$ cat src/rtl/if_fetch_stage.sv
// if_fetch_stage: PC register, ROM address drive and IF/ID pipeline register.
// Ports: Clk, Reset (async, active-low), IF_ID_enable (0 = stall),
//   IF_ID_flush, branch_taken/branch_target (redirect), imem_addr/imem_data
//   (combinational ROM), pc_out, ID_instruction, ID_pc_plus4, ID_valid.
// Optional macro IF_PERF_CNT_EN adds saturating fetch_count/stall_count.
module if_fetch_stage #(
  parameter int          ADDR_W   = 8,
  parameter logic [31:0] RESET_PC = 32'h0000_0000,
  parameter logic [31:0] NOP_WORD = 32'h0000_0000
) (
  input  logic              Clk,
  input  logic              Reset,
  input  logic              IF_ID_enable,
  input  logic              IF_ID_flush,
  input  logic              branch_taken,
  input  logic [31:0]       branch_target,
  output logic [ADDR_W-1:0] imem_addr,
  input  logic [31:0]       imem_data,
  output logic [31:0]       pc_out,
  output logic [31:0]       ID_instruction,
  output logic [31:0]       ID_pc_plus4,
  output logic              ID_valid
`ifdef IF_PERF_CNT_EN
  ,
  output logic [15:0]       fetch_count,
  output logic [15:0]       stall_count
`endif
);

  logic [31:0] pc_q, pc_d;
  logic [31:0] pc_plus4;
  logic [31:0] instr_q, instr_d;
  logic [31:0] p4_q, p4_d;
  logic        valid_q, valid_d;
  logic        squash;

  assign pc_plus4  = pc_q + 32'd4;
  assign squash    = branch_taken | IF_ID_flush;
  assign imem_addr = pc_q[ADDR_W-1:0];

  // Redirect beats stall; target is forced to a word boundary.
  always_comb begin
    pc_d = pc_q;
    priority case (1'b1)
      branch_taken:  pc_d = branch_target & 32'hFFFF_FFFC;
      !IF_ID_enable: pc_d = pc_q;
      default:       pc_d = pc_plus4;
    endcase
  end

  // Squash beats stall so a redirect never leaves a stale word in ID.
  always_comb begin
    instr_d = instr_q;
    p4_d    = p4_q;
    valid_d = valid_q;
    priority case (1'b1)
      squash: begin
        instr_d = NOP_WORD;
        p4_d    = 32'd0;
        valid_d = 1'b0;
      end
      !IF_ID_enable: begin
        instr_d = instr_q;
        p4_d    = p4_q;
        valid_d = valid_q;
      end
      default: begin
        instr_d = imem_data;
        p4_d    = pc_plus4;
        valid_d = 1'b1;
      end
    endcase
  end

  always_ff @(posedge Clk or negedge Reset) begin
    if (!Reset) begin
      pc_q    <= RESET_PC;
      instr_q <= NOP_WORD;
      p4_q    <= 32'd0;
      valid_q <= 1'b0;
    end else begin
      pc_q    <= pc_d;
      instr_q <= instr_d;
      p4_q    <= p4_d;
      valid_q <= valid_d;
    end
  end

  assign pc_out         = pc_q;
  assign ID_instruction = instr_q;
  assign ID_pc_plus4    = p4_q;
  assign ID_valid       = valid_q;

`ifdef IF_PERF_CNT_EN
  logic [15:0] fcnt_q, fcnt_d;
  logic [15:0] scnt_q, scnt_d;
  logic        fetch_inc, stall_inc;

  assign fetch_inc = IF_ID_enable & ~squash;
  assign stall_inc = ~IF_ID_enable & ~branch_taken;

  always_comb begin
    fcnt_d = fcnt_q;
    scnt_d = scnt_q;
    if (fetch_inc && fcnt_q != 16'hFFFF)
      fcnt_d = fcnt_q + 16'd1;
    if (stall_inc && scnt_q != 16'hFFFF)
      scnt_d = scnt_q + 16'd1;
  end

  always_ff @(posedge Clk or negedge Reset) begin
    if (!Reset) begin
      fcnt_q <= 16'd0;
      scnt_q <= 16'd0;
    end else begin
      fcnt_q <= fcnt_d;
      scnt_q <= scnt_d;
    end
  end

  assign fetch_count = fcnt_q;
  assign stall_count = scnt_q;
`endif

endmodule

$ cat config.mk
export PLATFORM = sky130hd
export DESIGN_NAME = if_fetch_stage
export DESIGN_NICKNAME = d
export VERILOG_FILES = /design/src/rtl/if_fetch_stage.sv
export SDC_FILE = /design/constraint.sdc
export NUM_CORES = 1
export LEC_CHECK = 0
export CORE_MARGIN = 8
export CORE_UTILIZATION = 45
export CTS_CLUSTER_DIAMETER = 80
export CTS_CLUSTER_SIZE = 16
export DETAILED_ROUTE_END_ITERATION = 12
export PLACE_DENSITY = 0.92
export SLEW_MARGIN = 0
export SYNTH_ARGS = -nofsm -noshare
export SYNTH_HDL_FRONTEND = slang
export SYNTH_SLANG_ARGS = --single-unit
export TNS_END_PERCENT = 50
$ cat constraint.sdc
create_clock -name Clk -period 2.3 [get_ports Clk]
set_clock_uncertainty 0.1 [all_clocks]
set_input_delay 0.345 -clock Clk [delete_from_list [all_inputs] [get_ports Clk]]
set_output_delay 0.345 -clock Clk [all_outputs]
set_load 0.005 [all_outputs]
==> impl_metrics.tcl <==
set metrics [dict create \
    ys.flop_type "dfrtp_1" \
    grt_pass1_vias 4528 \
    ys_seq_elements 93 \
    hold_class "input pin to flip-flop" \
    grt_max_degree 58 \
    period_needed_ns 2.14 \
    worstMarginPinSlew_ns 0.783 \
    cts_tree "built" \
    die_w_um 119 \
    use_met1_pct 23.1 \
    htree_levels 3 \
    stdcell_count 785 \
    vias 4170 \
    crit_buf_inv 0 \
    postSynthCellCount 490 \
    start_util_pct 46.1 \
    path_cells "nand4_4, or4_4, nor3_1, xor2_1, mux2_2" \
    hold_viol 0 \
    gr-total-overflow 0 \
    clock_sinks 93 \
    synth_most_common_cell "dfrtp_1" \
    drtAntennaViolNets 0 \
    drcViolationCount 0 \
    syn_avg_cell_area_um2 9.68 \
    design.core.area_um2 10300 \
    io_buffers 165 \
    finalSetupTns_ns 0 \
    crit_family "simple AND/OR/NAND/NOR gates" \
    clk_path_buf_depth 2 \
    grtUsageTotal_pct 20.6 \
    nets 715 \
    cts_inserted_buffers 9 \
    required_ns 2.46 \
    outcome "finished clean" \
    end_kind "flip-flop" \
    antenna_found_initial 0 \
    routed_wl_um 14400 \
    p_leak_nw 2.82 \
    slowest_stage "or4_4" \
    drt-wirelength-per-cell_um 18.3 \
    die-area_um2 14100 \
    critPathMaxFanout 11 \
    maxCapViolCount 0 \
    grt_setup_unrepaired "no" \
    ys.warnings.count 0 \
    hpwl_um 10900 \
    whs_ns 0.242 \
    slew_headroom_pct 47.8 \
    synth-edff-count 0 \
    grt_util_met2_pct 35.7 \
    firstDrtPassIters 4 \
    gp_congestion 0.890 \
    slowest_delay_ns 0.67 \
    clk_pin_slew_ns 0.09 \
    cts-root-buf "clkbuf_8" \
    ys_async_sr_fraction_pct 100 \
    synth-seq-area-share_pct 49.1 \
    area_growth_pct 42.5 \
    synth_area_leaders "dfrtp_1, mux2i_1, xor2_1" \
    first_iter_violations 317 \
    grtUsageMet3_pct 7.95 \
    p_per_area_nw_per_um2 577 \
    busiest_layer "met2" \
    diodes 0 \
    row_count 37 \
    fmax_mhz 468 \
    critical_path_class "flip-flop to flip-flop" \
    fin_crit_sh_pct 93.0 \
    yosys.area.top_type_share_pct 49.1 \
    cp.arrival_ns 2.30 \
    maxSlewViolCount 0 \
    insertion_delay_ns 0.37 \
    vias_per_cell 5.31 \
    grt_pass1_wl_um 23700 \
    drive_gt1_share_pct 8.17 \
    ys_types 40 \
    synth_commonest_cells "dfrtp_1, nor2_1, nand2_1" \
    placed_cells 769 \
    syn_area_um2 4740 \
    ir_worst_vdd_v 0.000334 \
    yosys.area.top_type "dfrtp_1" \
    fillers 823 \
    die_height_um 119 \
    startpoint_type "flip-flop" \
    ios 174 \
    setup_violations 0 \
]
## worst register-to-register path, stage by stage, from the launching register on
cell and delay, ns:
dfrtp_1 0.52, nand4_4 0.13, or4_4 0.67, nor3_1 0.27
xor2_1 0.09, mux2_2 0.26
## registers in the layout, summed over array words and instances (netlist names)
register	flops
ID_instruction	32
ID_pc_plus4	30
ID_valid	1
pc_out	30
## routing by layer
layer | part of all wire [%] | wire length, µm | vias to the layer above
met5 | 0 | 0 | -
met4 | 1.1 | 161 | 0
met3 | 9.3 | 1330 | 15
met2 | 50 | 7220 | 170
met1 | 39 | 5680 | 2035
li1 | - | - | 1950
## worst paths after layout
| kind | from | cells after the start | end | slack [ns] |
|---|---|---|---|---|
| min in group asynchronous | Reset | 2 | ID_pc_plus4[20] | 0.40 |
| max in group asynchronous | Reset | 3 | pc_out[13] | 1.05 |
| min | IF_ID_enable | 2 | ID_pc_plus4[31] | 0.24 |
| max reg2reg | pc_out[14] | 5 | pc_out[29] | 0.16 |
| min reg2reg | ID_valid | 2 | ID_valid | 0.42 |
| max | pc_out[14] | 5 | pc_out[29] | 0.16 |
## kinds of logic (layout without fill, tap and decap cells)
kind of cell,Yosys count,in the layout,synth area share (%)
other,1,6,0.0791
DFF,93,93,49.1
and+or+nand+nor,169,169,18.2
muxes,35,35,7.42
AOI/OAI and AO/OA,84,84,9.42
adders and majority gates,1,1,0.264
xor gates and xnor gates,54,54,9.98
buffers and inverters,53,207,5.57
## metrics by stage
stage          area [µm²]  setup slack (ns)  total power, mW  util (%)
2_1_floorplan        4760             0.230             2.18         -
3_3_place_gp         6520             0.224             2.61      63.4
3_5_place_dp         6520             0.169             2.64      63.4
4_1_cts              6750             0.165             3.93      65.7
5_1_grt              6750            0.0520             4.07      65.7
6_report             6750             0.162             3.90      65.7
## repair_timing
item	CTS	global route
setup buffers	0	0
hold buffers	1	0
resized for setup	0	0
endpoints found under the hold margin	41	0
endpoints found under the setup margin	0	0
## area by class of cell
class | instances | area, µm² | area share, %
clock buffers | 10 | 128 | 1.89
clock inverters | 5 | 100 | 1.48
inverters | 3 | 11.3 | 0.167
multi-input cells | 349 | 2170 | 32.1
flip-flops and latches | 93 | 2330 | 34.5
well taps | 136 | 170 | 2.52
repair buffers | 189 | 1850 | 27.4
## layout by cell type, fill, tap and decap left out, types with 3 or more instances in the layout
| cell type | count |
|---|---|
| nor2_1 | 54 |
| nand4_1 | 11 |
| clkbuf_8 | 9 |
| a211oi_1 | 4 |
| and2_1 | 3 |
| xnor2_1 | 23 |
| dfrtp_1 | 93 |
| o21ai_0 | 49 |
| buf_4 | 23 |
| a21oi_1 | 24 |
| conb_1 | 6 |
| nand2_1 | 50 |
| nand3_1 | 18 |
| mux2i_1 | 34 |
| inv_1 | 3 |
| clkdlybuf4s50_1 | 162 |
| bufinv_16 | 3 |
| nor4_2 | 3 |
| and3_1 | 7 |
| xor2_1 | 31 |
| nor3_1 | 7 |
## power by group
part	switching, mW	internal [mW]
combinational	0.344	0.436
sequential	0.105	1.72
clock	0.577	0.713
total	1.03	2.87
Note: power is estimated with default switching activity, not from simulation.
